<file path="config.mk">
export PLATFORM = sky130hd
export DESIGN_NAME = rtc_scan_sequencer_flat
export DESIGN_NICKNAME = d
export VERILOG_FILES = /design/src/rtl/rtc_scan_sequencer_if.sv /design/src/rtl/rtc_scan_sequencer.sv /design/src/flat_wrapper.sv
export SDC_FILE = /design/constraint.sdc
export NUM_CORES = 1
export LEC_CHECK = 0
export CAP_MARGIN = 20
export CORE_MARGIN = 3
export CORE_UTILIZATION = 55
export DETAILED_ROUTE_END_ITERATION = 8
export PLACE_DENSITY = 0.86
export SYNTH_ARGS = -nofsm -noshare
export SYNTH_HDL_FRONTEND = slang
export SYNTH_SLANG_ARGS = --single-unit
</file>
<file path="constraint.sdc">
create_clock -name i_clk -period 6.3 [get_ports i_clk]
set_input_delay 1.575 -clock i_clk [delete_from_list [all_inputs] [get_ports i_clk]]
set_output_delay 1.575 -clock i_clk [all_outputs]
set_load 0.005 [all_outputs]
</file>
<file path="src/rtl/rtc_scan_sequencer_if.sv">
// rtc_scan_sequencer_if
//   Bundles the RTC read/write controller handshake, the RTC interrupt, the
//   front-panel buttons and the scan/menu status outputs.
//   master : sequencer side (receives i_*, drives o_*)
//   slave  : RTC controller / front-panel side (drives i_*, receives o_*)
//   i_frw        controller done, 1-cycle pulse
//   i_irq        RTC interrupt, active low
//   i_barriba    button up    (level, debounced)
//   i_babajo     button down  (level, debounced)
//   i_bizquierda button left  (level, debounced)
//   i_bderecha   button right (level, debounced)
//   o_acceso     access request, held until i_frw or timeout
//   o_mod        write-back pending
//   o_dir        address being accessed
//   o_punt       edit pointer
//   o_scan_done  1-cycle pulse after each full sweep
//   o_timeout    sticky access timeout flag
interface rtc_scan_sequencer_if #(
   parameter int unsigned ADDR_W = 8
);
   logic              i_frw;
   logic              i_irq;
   logic              i_barriba;
   logic              i_babajo;
   logic              i_bizquierda;
   logic              i_bderecha;
   logic              o_acceso;
   logic              o_mod;
   logic [ADDR_W-1:0] o_dir;
   logic [ADDR_W-1:0] o_punt;
   logic              o_scan_done;
   logic              o_timeout;

   modport master (
      input  i_frw, i_irq, i_barriba, i_babajo, i_bizquierda, i_bderecha,
      output o_acceso, o_mod, o_dir, o_punt, o_scan_done, o_timeout
   );

   modport slave (
      output i_frw, i_irq, i_barriba, i_babajo, i_bizquierda, i_bderecha,
      input  o_acceso, o_mod, o_dir, o_punt, o_scan_done, o_timeout
   );
endinterface

</file>
<file path="src/rtl/rtc_scan_sequencer.sv">
// rtc_scan_sequencer
//   Sweeps N_WIN address windows through the RTC read/write controller,
//   appends CMD_ADDR when a write-back is pending, and keeps a button-driven
//   edit pointer that wraps across the windows.
//   i_clk  system clock
//   i_rst  asynchronous active-high reset
//   bus    rtc_scan_sequencer_if.master (handshake, IRQ, buttons, status)
module rtc_scan_sequencer #(
   parameter int unsigned               ADDR_W    = 8,
   parameter int unsigned               N_WIN     = 3,
   parameter logic [2*ADDR_W*N_WIN-1:0] WIN_TABLE = {8'h41, 8'h43, 8'h21, 8'h26, 8'h00, 8'h02},
   parameter logic [ADDR_W-1:0]         CMD_ADDR  = 8'hF0,
   parameter int unsigned               WAIT_CYC  = 3,
   parameter int unsigned               ACC_TO    = 8
) (
   input  logic                 i_clk,
   input  logic                 i_rst,
   rtc_scan_sequencer_if.master bus
);
   localparam int unsigned       WIN_W      = (N_WIN > 1) ? $clog2(N_WIN) : 1;
   localparam int unsigned       CNT_MAX    = (ACC_TO > WAIT_CYC) ? ACC_TO : WAIT_CYC;
   localparam int unsigned       CNT_W      = $clog2(CNT_MAX + 1);
   localparam logic [WIN_W-1:0]  WIN_LAST   = WIN_W'(N_WIN - 1);
   localparam logic [CNT_W-1:0]  ACC_LAST   = CNT_W'(ACC_TO - 1);
   localparam logic [CNT_W-1:0]  PAUSE_LAST = CNT_W'(WAIT_CYC - 1);
   localparam logic [ADDR_W-1:0] START0     = WIN_TABLE[ADDR_W +: ADDR_W];

   typedef enum logic [2:0] {
      ST_INIT, ST_ISSUE, ST_WAIT, ST_NEXT, ST_CMD, ST_CMD_WAIT, ST_DONE, ST_PAUSE
   } state_t;

   // Window w is packed as {start, end} with window 0 in the LSBs
   function automatic logic [ADDR_W-1:0] win_start(input logic [WIN_W-1:0] w);
      return WIN_TABLE[32'(w) * 2 * ADDR_W + ADDR_W +: ADDR_W];
   endfunction

   function automatic logic [ADDR_W-1:0] win_end(input logic [WIN_W-1:0] w);
      return WIN_TABLE[32'(w) * 2 * ADDR_W +: ADDR_W];
   endfunction

   state_t             r_state, w_state_nxt;
   logic               r_acceso, w_acceso_nxt;
   logic               r_mod;
   logic [ADDR_W-1:0]  r_dir, w_dir_nxt;
   logic [ADDR_W-1:0]  r_punt, w_punt_nxt;
   logic [WIN_W-1:0]   r_win_s, w_win_s_nxt;
   logic [WIN_W-1:0]   r_win_p, w_win_p_nxt;
   logic [CNT_W-1:0]   r_cnt, w_cnt_nxt;
   logic               r_scan_done, w_scan_done_nxt;
   logic               r_timeout, w_timeout_nxt;
   logic               w_mod_clr;
   logic [3:0]         r_btn_q;
   logic [3:0]         w_btn, w_edge;
   logic               w_mod_set, w_p_inc, w_p_dec;

   // Button order: {up, down, left, right}; one-stage rising-edge detect
   assign w_btn     = {bus.i_barriba, bus.i_babajo, bus.i_bizquierda, bus.i_bderecha};
   assign w_edge    = w_btn & ~r_btn_q;
   assign w_mod_set = w_edge[3] | w_edge[2] | ~bus.i_irq;
   assign w_p_inc   = w_edge[1] & ~w_edge[0];
   assign w_p_dec   = w_edge[0] & ~w_edge[1];

   // Edit pointer: steps across window boundaries, window index wraps
   always_comb begin
      w_punt_nxt  = r_punt;
      w_win_p_nxt = r_win_p;
      if (w_p_inc) begin
         if (r_punt == win_end(r_win_p)) begin
            w_win_p_nxt = (r_win_p == WIN_LAST) ? '0 : r_win_p + WIN_W'(1);
            w_punt_nxt  = win_start(w_win_p_nxt);
         end else begin
            w_punt_nxt = r_punt + ADDR_W'(1);
         end
      end else if (w_p_dec) begin
         if (r_punt == win_start(r_win_p)) begin
            w_win_p_nxt = (r_win_p == '0) ? WIN_LAST : r_win_p - WIN_W'(1);
            w_punt_nxt  = win_end(w_win_p_nxt);
         end else begin
            w_punt_nxt = r_punt - ADDR_W'(1);
         end
      end
   end

   // Scan FSM next state and next register values
   always_comb begin
      w_state_nxt     = r_state;
      w_acceso_nxt    = r_acceso;
      w_dir_nxt       = r_dir;
      w_win_s_nxt     = r_win_s;
      w_cnt_nxt       = r_cnt;
      w_timeout_nxt   = r_timeout;
      w_scan_done_nxt = 1'b0;
      w_mod_clr       = 1'b0;
      case (r_state)
         ST_INIT: begin
            if (bus.i_frw) w_state_nxt = ST_ISSUE;
         end
         ST_ISSUE, ST_CMD: begin
            w_acceso_nxt = 1'b1;
            w_cnt_nxt    = '0;
            w_state_nxt  = (r_state == ST_CMD) ? ST_CMD_WAIT : ST_WAIT;
         end
         ST_WAIT, ST_CMD_WAIT: begin
            if (bus.i_frw || r_cnt == ACC_LAST) begin
               w_acceso_nxt = 1'b0;
               if (!bus.i_frw) w_timeout_nxt = 1'b1;
               if (r_state == ST_CMD_WAIT) begin
                  w_mod_clr   = bus.i_frw;
                  w_state_nxt = ST_DONE;
               end else begin
                  w_state_nxt = ST_NEXT;
               end
            end else begin
               w_cnt_nxt = r_cnt + CNT_W'(1);
            end
         end
         ST_NEXT: begin
            if (r_dir != win_end(r_win_s)) begin
               w_dir_nxt   = r_dir + ADDR_W'(1);
               w_state_nxt = ST_ISSUE;
            end else if (r_win_s != WIN_LAST) begin
               w_win_s_nxt = r_win_s + WIN_W'(1);
               w_dir_nxt   = win_start(w_win_s_nxt);
               w_state_nxt = ST_ISSUE;
            end else if (r_mod) begin
               w_dir_nxt   = CMD_ADDR;
               w_state_nxt = ST_CMD;
            end else begin
               w_state_nxt = ST_DONE;
            end
         end
         ST_DONE: begin
            w_scan_done_nxt = 1'b1;
            w_dir_nxt       = START0;
            w_win_s_nxt     = '0;
            w_cnt_nxt       = '0;
            w_state_nxt     = ST_PAUSE;
         end
         ST_PAUSE: begin
            if (r_cnt == PAUSE_LAST) begin
               w_cnt_nxt   = '0;
               w_state_nxt = ST_ISSUE;
            end else begin
               w_cnt_nxt = r_cnt + CNT_W'(1);
            end
         end
         default: w_state_nxt = ST_INIT;
      endcase
   end

   // State and output registers; a set request beats a clear on o_mod
   always_ff @(posedge i_clk or posedge i_rst) begin
      if (i_rst) begin
         r_state     <= ST_INIT;
         r_acceso    <= 1'b0;
         r_mod       <= 1'b1;
         r_dir       <= START0;
         r_punt      <= START0;
         r_win_s     <= '0;
         r_win_p     <= '0;
         r_cnt       <= '0;
         r_scan_done <= 1'b0;
         r_timeout   <= 1'b0;
         r_btn_q     <= '0;
      end else begin
         r_state     <= w_state_nxt;
         r_acceso    <= w_acceso_nxt;
         r_dir       <= w_dir_nxt;
         r_punt      <= w_punt_nxt;
         r_win_s     <= w_win_s_nxt;
         r_win_p     <= w_win_p_nxt;
         r_cnt       <= w_cnt_nxt;
         r_scan_done <= w_scan_done_nxt;
         r_timeout   <= w_timeout_nxt;
         r_btn_q     <= w_btn;
         if (w_mod_set)      r_mod <= 1'b1;
         else if (w_mod_clr) r_mod <= 1'b0;
      end
   end

   assign bus.o_acceso    = r_acceso;
   assign bus.o_mod       = r_mod;
   assign bus.o_dir       = r_dir;
   assign bus.o_punt      = r_punt;
   assign bus.o_scan_done = r_scan_done;
   assign bus.o_timeout   = r_timeout;
endmodule
</file>
<file path="src/flat_wrapper.sv">
// flat-port wrapper written by rule: the top's interface ports become plain ports
module rtc_scan_sequencer_flat 
#(
   parameter int unsigned               ADDR_W    = 8,
   parameter int unsigned               N_WIN     = 3,
   parameter logic [2*ADDR_W*N_WIN-1:0] WIN_TABLE = {8'h41, 8'h43, 8'h21, 8'h26, 8'h00, 8'h02},
   parameter logic [ADDR_W-1:0]         CMD_ADDR  = 8'hF0,
   parameter int unsigned               WAIT_CYC  = 3,
   parameter int unsigned               ACC_TO    = 8
)
  (i_clk, i_rst, bus_i_frw, bus_i_irq, bus_i_barriba, bus_i_babajo, bus_i_bizquierda, bus_i_bderecha, bus_o_acceso, bus_o_mod, bus_o_dir, bus_o_punt, bus_o_scan_done, bus_o_timeout);
  rtc_scan_sequencer_if #(.ADDR_W(ADDR_W)) bus_i ();
  input  logic i_clk;
  input  logic i_rst;
  input wire logic [$bits(bus_i.i_frw)-1:0] bus_i_frw;
  input wire logic [$bits(bus_i.i_irq)-1:0] bus_i_irq;
  input wire logic [$bits(bus_i.i_barriba)-1:0] bus_i_barriba;
  input wire logic [$bits(bus_i.i_babajo)-1:0] bus_i_babajo;
  input wire logic [$bits(bus_i.i_bizquierda)-1:0] bus_i_bizquierda;
  input wire logic [$bits(bus_i.i_bderecha)-1:0] bus_i_bderecha;
  output wire logic [$bits(bus_i.o_acceso)-1:0] bus_o_acceso;
  output wire logic [$bits(bus_i.o_mod)-1:0] bus_o_mod;
  output wire logic [$bits(bus_i.o_dir)-1:0] bus_o_dir;
  output wire logic [$bits(bus_i.o_punt)-1:0] bus_o_punt;
  output wire logic [$bits(bus_i.o_scan_done)-1:0] bus_o_scan_done;
  output wire logic [$bits(bus_i.o_timeout)-1:0] bus_o_timeout;
  assign bus_i.i_frw = bus_i_frw;
  assign bus_i.i_irq = bus_i_irq;
  assign bus_i.i_barriba = bus_i_barriba;
  assign bus_i.i_babajo = bus_i_babajo;
  assign bus_i.i_bizquierda = bus_i_bizquierda;
  assign bus_i.i_bderecha = bus_i_bderecha;
  assign bus_o_acceso = bus_i.o_acceso;
  assign bus_o_mod = bus_i.o_mod;
  assign bus_o_dir = bus_i.o_dir;
  assign bus_o_punt = bus_i.o_punt;
  assign bus_o_scan_done = bus_i.o_scan_done;
  assign bus_o_timeout = bus_i.o_timeout;
  rtc_scan_sequencer #(.ADDR_W(ADDR_W), .N_WIN(N_WIN), .WIN_TABLE(WIN_TABLE), .CMD_ADDR(CMD_ADDR), .WAIT_CYC(WAIT_CYC), .ACC_TO(ACC_TO)) u_core (.i_clk(i_clk), .i_rst(i_rst), .bus(bus_i));
endmodule
</file>
After elaboration in Yosys (flattened, before gate mapping)
Index checks and enable logic that the tools add are counted.
{ "word_totals": {"output_inout_bits": 20, "ff_bits": 35, "inputBits": 8, "word_cells": 115} }
{ "classes": {"reduce_logical": 19, "bitwise": 10, "add_sub_neg": 10, "eq_ne": 22, "mux": 37, "shift": 6} }
{ "op_table": {"columns": ["op", "count"], "rows": [
  ["variable part select 48 x 33 -> 8 bit (first input constant)", 3],
  ["variable part select 48 x 7 -> 8 bit (first input constant)", 3],
  ["two-way mux 8 bit", 7],
  ["adder 6 x 4 -> 7 bit (second input constant)", 3],
  ["two-way mux 3 bit", 7],
  ["two-way mux 2 bit", 9],
  ["one-hot mux 3 bit (6 select lines)", 1],
  ["adder 8 x 1 -> 8 bit (second input constant)", 2],
  ["equality test 8 bit", 2],
  ["one-hot mux 8 bit (2 select lines)", 1],
  ["equality test 3 bit (second input constant)", 4],
  ["one-hot mux 4 bit (3 select lines)", 1],
  ["AND reduction 3 bit", 4],
  ["inequality test 2 bit (second input constant)", 5],
  ["nonzero test 2 bit", 5],
  ["two-way mux 4 bit", 2],
  ["inequality test 8 bit", 1],
  ["subtractor 8 x 1 -> 8 bit (second input constant)", 1],
  ["two-way mux 1 bit", 7],
  ["equality test 3 x 2 -> 1 bit (second input constant)", 2],
  ["inequality test 2 x 1 -> 1 bit (second input constant)", 3],
  ["AND reduction 2 bit", 3],
  ["adder 2 x 1 -> 2 bit (second input constant)", 2],
  ["adder 4 x 1 -> 4 bit (second input constant)", 1],
  ["other kinds (19)", 25]
]} }

Logic depth before layout (Yosys ltp)
Gate-level depths: netlist of the first run.
{ "depth": {"word_depth": 6, "ltp_mapped": 9, "depth_no_buf": 7} }

Worst setup path before layout of the first run
No wires, ideal clock.
{ "synth_path": {"path_type": "input -> register", "from": "input port bus_i_bizquierda", "to": "register u_core.r_punt[0] (netlist: u_core.bus.o_punt[0])", "required_time_ns": 6.164, "t_arrival_ns": 2.670, "setup_ns": 0.136, "n_path_buf": 2, "slack_ns": 3.494, "stages": 8, "path_cell_list": "nand2b_1 inv_1 ha_1 clkbuf_1 clkbuf_1 a21oi_1 o21ai_0 a32oi_1"} }
{ "synth_via": {"elab_chain_len": 4, "elab_cells_between_ends": 6, "cone_classes": "mux: 1; bitwise: 4; reduce/logical: 1"} }
{ "synth_rtl": {"columns": ["element", "line_no", "text"], "rows": [
  ["start: declaration", "flat_wrapper.sv:19", "input wire logic [$bits(bus_i.i_bizquierda)-1:0] bus_i_bizquierda;"],
  ["bitwise AND 4 bit (*)", "rtc_scan_sequencer.sv:58", "assign w_edge = w_btn & ~r_btn_q;"],
  ["inverter 1 bit", "rtc_scan_sequencer.sv:61", "assign w_p_dec = w_edge[0] & ~w_edge[1];"],
  ["bitwise AND 1 bit", "rtc_scan_sequencer.sv:61", null],
  ["nonzero test 2 bit (no line)", null, null],
  ["end signal: assignment", "rtc_scan_sequencer.sv:169", "r_punt <= w_punt_nxt;"],
  ["end: declaration", "rtc_scan_sequencer.sv:45", "logic [ADDR_W-1:0] r_punt, w_punt_nxt;"]
]} }
Mark *: on every way between the ends. The rest lies on a longest branch, timed or not.
A chain may end at the register's enable or synchronous reset.

Worst setup path after layout of the first run
{ "layout_path": {"from": "input port bus_i_bizquierda", "to": "register u_core.r_punt[3] (netlist: u_core.bus.o_punt[3])"} }
Same word-level chain as after synthesis.

==> metrics.txt, run 1 <==
# TYPE chip_impl_metric gauge
chip_impl_info{name="clock_tree.root_cell",value="sky130_fd_sc_hd__clkbuf_8"} 1
chip_impl_metric{name="cts.repair.resized",unit=""} 0
chip_impl_metric{name="worstRegToRegCells",unit=""} 7
chip_impl_metric{name="n_antenna_cell",unit=""} 0
chip_impl_metric{name="hold_viol",unit=""} 0
chip_impl_metric{name="synth_edf_count",unit=""} 0
chip_impl_metric{name="synthesis.yosys.warnings",unit=""} 0
chip_impl_metric{name="port_buffers",unit=""} 27
chip_impl_metric{name="post-route-period-util",unit="%"} 53.5
chip_impl_metric{name="post_drt_wl_per_cell",unit="um"} 16.1
chip_impl_metric{name="detail_route.vias_per_cell",unit=""} 6.19
chip_impl_metric{name="grt_pass1_vias",unit=""} 2143
chip_impl_metric{name="drt_pass1_iterations",unit=""} 4
chip_impl_metric{name="dpl.hpwl",unit="mm"} 4.00
chip_impl_info{name="kind_of_critical_path",value="input pin to register"} 1
chip_impl_metric{name="total_power",unit="mW"} 1.14
chip_impl_metric{name="via_count",unit=""} 2233
chip_impl_metric{name="post-place-ws",unit="ns"} 2.65
chip_impl_metric{name="mappedNetlistArea",unit="mm^2"} 0.00254
chip_impl_metric{name="globalRouteOverflowTotal",unit=""} 0
chip_impl_metric{name="synth.net_count",unit=""} 312
chip_impl_metric{name="rrSetupSlack",unit="ns"} 4.02
chip_impl_metric{name="cts_hold_buffers",unit=""} 0
chip_impl_metric{name="cts-htree-levels",unit=""} 2
chip_impl_metric{name="die_height",unit="um"} 73.9
chip_impl_info{name="cp-endpoint",value="u_core.bus.o_punt[3]"} 1
chip_impl_metric{name="io_pins",unit=""} 28
chip_impl_info{name="synth_area_leader_cell",value="sky130_fd_sc_hd__dfrtp_1"} 1
chip_impl_metric{name="syn_avg_cell_area",unit="um^2"} 8.81
chip_impl_metric{name="synth_top_area_share",unit="%"} 33.5
chip_impl_info{name="synthMostInstantiatedCell",value="sky130_fd_sc_hd__dfrtp_1"} 1
chip_impl_info{name="worst_setup_path_start_kind",value="input pin"} 1
chip_impl_metric{name="placeableCoreArea",unit="mm^2"} 0.00441
chip_impl_metric{name="grt_antenna_before_repair",unit=""} 0
chip_impl_metric{name="vdd_drop_max",unit="V"} 0.000243
chip_impl_info{name="crit_start",value="bus_i_bizquierda"} 1
chip_impl_info{name="commonest_cells_post_synth",value="34 x sky130_fd_sc_hd__dfrtp_1, 23 x sky130_fd_sc_hd__inv_1, 19 x sky130_fd_sc_hd__nor2_1"} 1
chip_impl_info{name="synth_area_leaders",value="sky130_fd_sc_hd__dfrtp_1 34%, sky130_fd_sc_hd__ha_1 7.9%, sky130_fd_sc_hd__a21oi_1 3.5%"} 1
chip_impl_metric{name="drc",unit=""} 0
chip_impl_metric{name="postLayoutSetupSlackWorst",unit="ns"} 2.93
chip_impl_metric{name="placed_area",unit="mm^2"} 0.00280
chip_impl_info{name="worst_r2r_dst",value="u_core.bus.o_punt[3]"} 1
chip_impl_info{name="regToRegStartpoint",value="u_core.r_win_p[1]"} 1
chip_impl_metric{name="timing.fmax",unit="GHz"} 0.296
chip_impl_info{name="setup.worst_path.end_class",value="register"} 1
chip_impl_metric{name="finalSetupViolCount",unit=""} 0
chip_impl_metric{name="final_antenna_net_count",unit=""} 0
chip_impl_metric{name="synth_sequential_area_ratio",unit="%"} 34.5
chip_impl_metric{name="clock_skew",unit="ns"} 0.0116
chip_impl_metric{name="cts_setup_buffers",unit=""} 0
chip_impl_metric{name="required_time_at_the_worst_slack_endpoint",unit="ns"} 6.54
chip_impl_metric{name="dr.first_iter.drc_count",unit=""} 187
chip_impl_metric{name="gpl.final_weighted_congestion",unit=""} 0.934
chip_impl_info{name="tritoncts",value="done"} 1
chip_impl_metric{name="min_period",unit="ns"} 3.37
chip_impl_metric{name="detail_route.wirelength",unit="mm"} 5.81
chip_impl_metric{name="critPathMaxFanout",unit=""} 17
chip_impl_metric{name="asyncSetResetFlopFracSynth",unit="%"} 100
chip_impl_metric{name="slew_headroom",unit="%"} 62.1
chip_impl_metric{name="track_usage",unit="%"} 22.7
chip_impl_info{name="rsz0062_at_grt",value="no"} 1
chip_impl_info{name="worstHoldPathType",value="register to register"} 1
chip_impl_metric{name="initial_utilization",unit="%"} 57.5
chip_impl_info{name="synthFlopType",value="sky130_fd_sc_hd__dfrtp_1"} 1
chip_impl_metric{name="post_route_design_area",unit="mm^2"} 0.00292
chip_impl_metric{name="clkSlewWorstSetupHoldPaths",unit="ns"} 0.08
chip_impl_metric{name="drive_gt1_share",unit="%"} 8.74
chip_impl_metric{name="cts_max_path_buffers",unit=""} 2
chip_impl_metric{name="floorplan.die.width",unit="um"} 73.9
chip_impl_metric{name="total_leakage_power",unit="nW"} 1.24
chip_impl_metric{name="ys_types",unit=""} 56
chip_impl_metric{name="fin_tns_setup",unit="ns"} 0
chip_impl_metric{name="clock-sinks",unit=""} 35
chip_impl_metric{name="drv.max_cap_violation_count",unit=""} 0
chip_impl_metric{name="crit_arrival",unit="ns"} 3.61
chip_impl_metric{name="area_growth_syn_to_layout",unit="%"} 15.0
chip_impl_metric{name="std_cell_rows",unit=""} 24
chip_impl_metric{name="die_area",unit="mm^2"} 0.00547
chip_impl_metric{name="max_slew.worst_pin.slew",unit="ns"} 0.569
chip_impl_metric{name="later_pin_clock_latency_in_the_skew_report",unit="ns"} 0.29
chip_impl_metric{name="final-max-slew-violation-count",unit=""} 0
chip_impl_metric{name="global_route_wire_length_before_repair",unit="mm"} 9.76
chip_impl_metric{name="power.density_cell_area",unit="mW/mm^2"} 389
chip_impl_metric{name="finalNetCount",unit=""} 332
chip_impl_metric{name="grt_max_degree",unit=""} 36
chip_impl_metric{name="register_bit_count_reported_by_yosys",unit=""} 35
chip_impl_metric{name="cts-buffers-inserted",unit=""} 5
chip_impl_info{name="outcome",value="finished clean"} 1
chip_impl_metric{name="postSynthCellCount",unit=""} 288
[state kept, by name (all words and copies together) (netlist names)]
signal,count
u_core.bus.o_dir,8
u_core.bus.o_punt,8
u_core.r_btn_q,4
u_core.r_cnt,4
u_core.r_state,3
u_core.r_win_p,2
u_core.r_win_s,2
u_core.bus.o_acceso,1
u_core.bus.o_mod,1
u_core.bus.o_scan_done,1
u_core.bus.o_timeout,1
[worst max-delay path: stages]
cell and delay [ns]:
sky130_fd_sc_hd__clkdlybuf4s50_1 0.48, sky130_fd_sc_hd__nand2b_1 0.09, sky130_fd_sc_hd__inv_1 0.07, sky130_fd_sc_hd__ha_1 0.51, sky130_fd_sc_hd__inv_1 0.14, sky130_fd_sc_hd__a21oi_2 0.38
sky130_fd_sc_hd__a221o_1 0.24, sky130_fd_sc_hd__a22o_1 0.12
[worst min path at each step]
stage	start	to	depth (start not counted)
2_1_floorplan	u_core.r_btn_q[3]	u_core.bus.o_mod	1
6_report	u_core.r_btn_q[3]	u_core.bus.o_mod	1
3_5_place_dp	u_core.r_btn_q[3]	u_core.bus.o_mod	1
3_3_place_gp	u_core.r_btn_q[3]	u_core.bus.o_mod	1
5_1_grt	u_core.r_btn_q[3]	u_core.bus.o_mod	1
4_1_cts	u_core.r_btn_q[3]	u_core.bus.o_mod	1
[layer usage]
| metal | track usage, % | up-vias | part of all wire (%) |
|---|---|---|---|
| met2 | 36.4 | 67 | 48 |
| met5 | 0 | - | 0 |
| met3 | 4.59 | 11 | 4.5 |
| met4 | 8.85 | 0 | 1.4 |
| met1 | 30.3 | 1073 | 46 |
| li1 | - | 1082 | - |
[power breakdown]
| part | switching (mW) | internal [mW] | leakage, nW |
|---|---|---|---|
| clock | 0.0861 | 0.128 | 0.0612 |
| sequential | 0.129 | 0.286 | 0.425 |
| combinational | 0.251 | 0.254 | 0.753 |
| total | 0.466 | 0.669 | 1.24 |
[cell families (layout without fill, tap and decap cells)]
kind of cell,count (synthesis),count (layout),share of synthesized area [%]
XOR/XNOR,14,14,5.13
AO/OA/AOI/OAI,84,84,22.5
multiplexers,4,4,1.58
buffers and inverters,38,59,6.55
AND/OR/NAND/NOR,97,97,21.8
flip-flops,35,35,34.5
adder cells (fa/ha/maj),16,16,7.89
[area by class of cell]
type	instances	area [um^2]
multi-input combinational	215	1500
fill	362	1500
sequential	35	877
timing repair buffer	28	278
inverter	23	86.3
clock buffer	6	82.6
tap	52	65.1
clock inverter	2	35.0
[layout by cell type (no fill, tap or decap), types with 5 or more instances in the layout]
cell / instances
sky130_fd_sc_hd__dfrtp_1: 34
sky130_fd_sc_hd__clkdlybuf4s50_1: 27
sky130_fd_sc_hd__inv_1: 23
sky130_fd_sc_hd__nor2_1: 19
sky130_fd_sc_hd__a21oi_1: 18
sky130_fd_sc_hd__ha_1: 16
sky130_fd_sc_hd__nand2_1: 15
sky130_fd_sc_hd__o21ai_0: 14
sky130_fd_sc_hd__nor3_1: 10
sky130_fd_sc_hd__a31oi_1: 10
sky130_fd_sc_hd__nand3_1: 9
sky130_fd_sc_hd__xor2_1: 8
sky130_fd_sc_hd__clkbuf_8: 6
sky130_fd_sc_hd__xnor2_1: 5
sky130_fd_sc_hd__or3_1: 5
sky130_fd_sc_hd__or2_2: 5
sky130_fd_sc_hd__nand2b_1: 5
[stage by stage]
stage	cells	hold slack (ns)	util (%)
after floorplan	288	0.409	-
after global placement	353	0.433	63.5
after CTS	361	0.460	66.1
final	361	0.451	66.1
after global routing	361	0.487	66.1
after detailed placement	353	0.429	63.5
Note: power is estimated with default switching activity, not from simulation.
==> run 2: changes to the inputs <==
--- a/config.mk
+++ b/config.mk
@@ -7,9 +7,9 @@
 export LEC_CHECK = 0
 export CAP_MARGIN = 20
 export CORE_MARGIN = 3
-export CORE_UTILIZATION = 55
+export CORE_UTILIZATION = 51
 export DETAILED_ROUTE_END_ITERATION = 8
-export PLACE_DENSITY = 0.86
+export PLACE_DENSITY = 0.84
 export SYNTH_ARGS = -nofsm -noshare
 export SYNTH_HDL_FRONTEND = slang
 export SYNTH_SLANG_ARGS = --single-unit
==> constraint.sdc (replaced) <==
create_clock -name i_clk -period 3.1 [get_ports i_clk]
set_input_delay 0.775 -clock i_clk [delete_from_list [all_inputs] [get_ports i_clk]]
set_output_delay 0.775 -clock i_clk [all_outputs]
set_load 0.005 [all_outputs]
==> metrics.txt, run 2 (synthesis gave the netlist of run 1 again) <==
# TYPE chip_impl_metric gauge
chip_impl_info{name="mostFrequentLayoutCell",value="sky130_fd_sc_hd__dfrtp_1"} 1
chip_impl_metric{name="globalRouteOverflowTotal",unit=""} 0
chip_impl_metric{name="io_pins",unit=""} 28
chip_impl_metric{name="hold_viol",unit=""} 0
chip_impl_metric{name="netSwitchingFraction",unit="%"} 42.5
chip_impl_info{name="worst_r2r_dst",value="u_core.bus.o_punt[3]"} 1
chip_impl_metric{name="detail_route.wirelength",unit="mm"} 5.66
chip_impl_metric{name="grt_antenna_before_repair",unit=""} 0
chip_impl_metric{name="area_growth_syn_to_layout",unit="%"} 14.5
chip_impl_info{name="setup.worst_path.end_class",value="register"} 1
chip_impl_metric{name="post_drt_wl_per_cell",unit="um"} 15.0
chip_impl_metric{name="drt_pass1_iterations",unit=""} 4
chip_impl_info{name="worstHoldPathType",value="register to register"} 1
chip_impl_metric{name="worstRegToRegCells",unit=""} 7
chip_impl_metric{name="later_pin_clock_latency_in_the_skew_report",unit="ns"} 0.30
chip_impl_metric{name="vdd_drop_max",unit="V"} 0.000426
chip_impl_metric{name="final_antenna_net_count",unit=""} 0
chip_impl_info{name="outcome",value="finished clean"} 1
chip_impl_metric{name="fin_tns_setup",unit="ns"} 0
chip_impl_metric{name="gpl.final_weighted_congestion",unit=""} 0.880
chip_impl_metric{name="grt_pass1_vias",unit=""} 2098
chip_impl_metric{name="slew_headroom",unit="%"} 63.0
chip_impl_info{name="rsz0062_at_grt",value="no"} 1
chip_impl_metric{name="finalNetCount",unit=""} 333
chip_impl_metric{name="cts_setup_buffers",unit=""} 0
chip_impl_metric{name="via_count",unit=""} 2212
chip_impl_metric{name="post-route-period-util",unit="%"} 77.7
chip_impl_metric{name="layout.cells.non_filler",unit=""} 377
chip_impl_metric{name="total_leakage_power",unit="nW"} 1.22
chip_impl_metric{name="global_route_wire_length_before_repair",unit="mm"} 9.79
chip_impl_metric{name="cts-htree-levels",unit=""} 2
chip_impl_metric{name="n_antenna_cell",unit=""} 0
chip_impl_metric{name="power.density_cell_area",unit="mW/mm^2"} 753
chip_impl_metric{name="min_period",unit="ns"} 2.41
chip_impl_info{name="worst_setup_path_start_kind",value="input pin"} 1
chip_impl_metric{name="max_slew.worst_pin.slew",unit="ns"} 0.551
chip_impl_metric{name="cts-buffers-inserted",unit=""} 5
chip_impl_metric{name="final-max-slew-violation-count",unit=""} 0
chip_impl_metric{name="detail_route.vias_per_cell",unit=""} 5.87
chip_impl_metric{name="track_usage",unit="%"} 20.4
chip_impl_info{name="final_cell_mix",value="34 x sky130_fd_sc_hd__dfrtp_1, 27 x sky130_fd_sc_hd__clkdlybuf4s50_1, 23 x sky130_fd_sc_hd__inv_1"} 1
chip_impl_metric{name="port_buffers",unit=""} 27
chip_impl_metric{name="floorplan.die.width",unit="um"} 76.6
chip_impl_metric{name="cts.repair.resized",unit=""} 0
chip_impl_metric{name="clock_skew",unit="ns"} 0.0101
chip_impl_metric{name="required_time_at_the_worst_slack_endpoint",unit="ns"} 3.32
chip_impl_info{name="regToRegStartpoint",value="u_core.r_win_p[1]"} 1
chip_impl_metric{name="n_fill_cell",unit=""} 422
chip_impl_info{name="tritoncts",value="done"} 1
chip_impl_metric{name="die_area",unit="mm^2"} 0.00586
chip_impl_metric{name="clock-sinks",unit=""} 35
chip_impl_metric{name="placeableCoreArea",unit="mm^2"} 0.00475
chip_impl_info{name="crit_start",value="bus_i_bizquierda"} 1
chip_impl_metric{name="placed_cells_incl_taps",unit=""} 369
chip_impl_metric{name="total_power",unit="mW"} 2.19
chip_impl_metric{name="timing.fmax",unit="GHz"} 0.415
chip_impl_metric{name="comb_power_share",unit="%"} 46.9
chip_impl_info{name="clock_tree.root_cell",value="sky130_fd_sc_hd__clkbuf_8"} 1
chip_impl_metric{name="std_cell_rows",unit=""} 25
chip_impl_metric{name="drc",unit=""} 0
chip_impl_metric{name="grt_max_degree",unit=""} 36
chip_impl_metric{name="die_height",unit="um"} 76.6
chip_impl_metric{name="rrSetupSlack",unit="ns"} 0.81
chip_impl_info{name="kind_of_critical_path",value="input pin to register"} 1
chip_impl_metric{name="crit_arrival",unit="ns"} 2.63
chip_impl_metric{name="initial_utilization",unit="%"} 53.4
chip_impl_metric{name="cts_max_path_buffers",unit=""} 2
chip_impl_metric{name="clkPwrFrac",unit="%"} 14.7
chip_impl_info{name="cp-endpoint",value="u_core.bus.o_punt[6]"} 1
chip_impl_metric{name="share_seq_of_total_power",unit="%"} 38.3
chip_impl_metric{name="finalSetupViolCount",unit=""} 0
chip_impl_metric{name="critPathMaxFanout",unit=""} 11
chip_impl_metric{name="clkSlewWorstSetupHoldPaths",unit="ns"} 0.07
chip_impl_metric{name="cell_internal_pwr",unit="mW"} 1.26
chip_impl_metric{name="drv.max_cap_violation_count",unit=""} 0
chip_impl_metric{name="dr.first_iter.drc_count",unit=""} 177
chip_impl_metric{name="power.net_switching",unit="uW"} 932
chip_impl_metric{name="cts_hold_buffers",unit=""} 0
chip_impl_metric{name="dpl.hpwl",unit="mm"} 4.05
chip_impl_metric{name="drive_gt1_share",unit="%"} 8.06
-- run 2: through the flow --
step | area [um^2] | worst slack (ns) | hold slack, ns | utilization [%]
after floorplan | 2540 | 1.09 | 0.409 | -
after global placement | 2830 | 0.481 | 0.434 | 59.5
after detailed placement | 2830 | 0.404 | 0.424 | 59.5
after CTS | 2910 | 0.710 | 0.465 | 61.2
after global routing | 2910 | 0.542 | 0.491 | 61.2
final | 2910 | 0.692 | 0.465 | 61.2
-- run 2: power groups by stage --
| stage | Sequential (mW) | Combinational, mW | Clock (mW) |
|---|---|---|---|
| final | 0.839 | 1.03 | 0.323 |
| after global routing | 0.874 | 1.15 | 0.355 |
| after CTS | 0.833 | 1.03 | 0.330 |
| after detailed placement | 0.840 | 1.03 | 0 |
| after global placement | 0.836 | 0.993 | 0 |
| after floorplan | 0.720 | 0.815 | 0 |
-- run 2: worst min-delay path by stage --
stage / start / endpoint / slack [ns] / cells after the start
2_1_floorplan: u_core.r_btn_q[3] / u_core.bus.o_mod / 0.41 / 1
3_3_place_gp: u_core.r_btn_q[3] / u_core.bus.o_mod / 0.43 / 1
3_5_place_dp: u_core.r_btn_q[3] / u_core.bus.o_mod / 0.42 / 1
4_1_cts: u_core.r_btn_q[3] / u_core.bus.o_mod / 0.46 / 1
5_1_grt: u_core.bus.o_timeout / u_core.bus.o_timeout / 0.49 / 1
6_report: u_core.r_btn_q[3] / u_core.bus.o_mod / 0.46 / 1
-- run 2: critical path, stage by stage --
cell and delay [ns]:
sky130_fd_sc_hd__clkdlybuf4s50_1 0.47, sky130_fd_sc_hd__nand2b_1 0.08, sky130_fd_sc_hd__inv_1 0.07, sky130_fd_sc_hd__ha_1 0.39
sky130_fd_sc_hd__inv_1 0.13, sky130_fd_sc_hd__a21oi_2 0.36, sky130_fd_sc_hd__a22oi_1 0.15, sky130_fd_sc_hd__a21oi_1 0.19
-- run 2: layout make-up --
type | instances | area, um^2 | share of cell area, %
Clock buffer | 8 | 80.1 | 2.75
Inverter | 23 | 86.3 | 2.97
Multi-Input combinational cell | 215 | 1500 | 51.4
Sequential cell | 35 | 877 | 30.2
Tap cell | 67 | 83.8 | 2.88
Timing Repair Buffer | 29 | 285 | 9.81
-- run 2: routing by layer --
metal	track usage, %	vias to the layer above	routed length, um
met1	26.3	1046	2420
met3	3.55	10	316
met4	7.43	0	91
met2	34.3	72	2830
li1	-	1084	-
met5	0	-	0
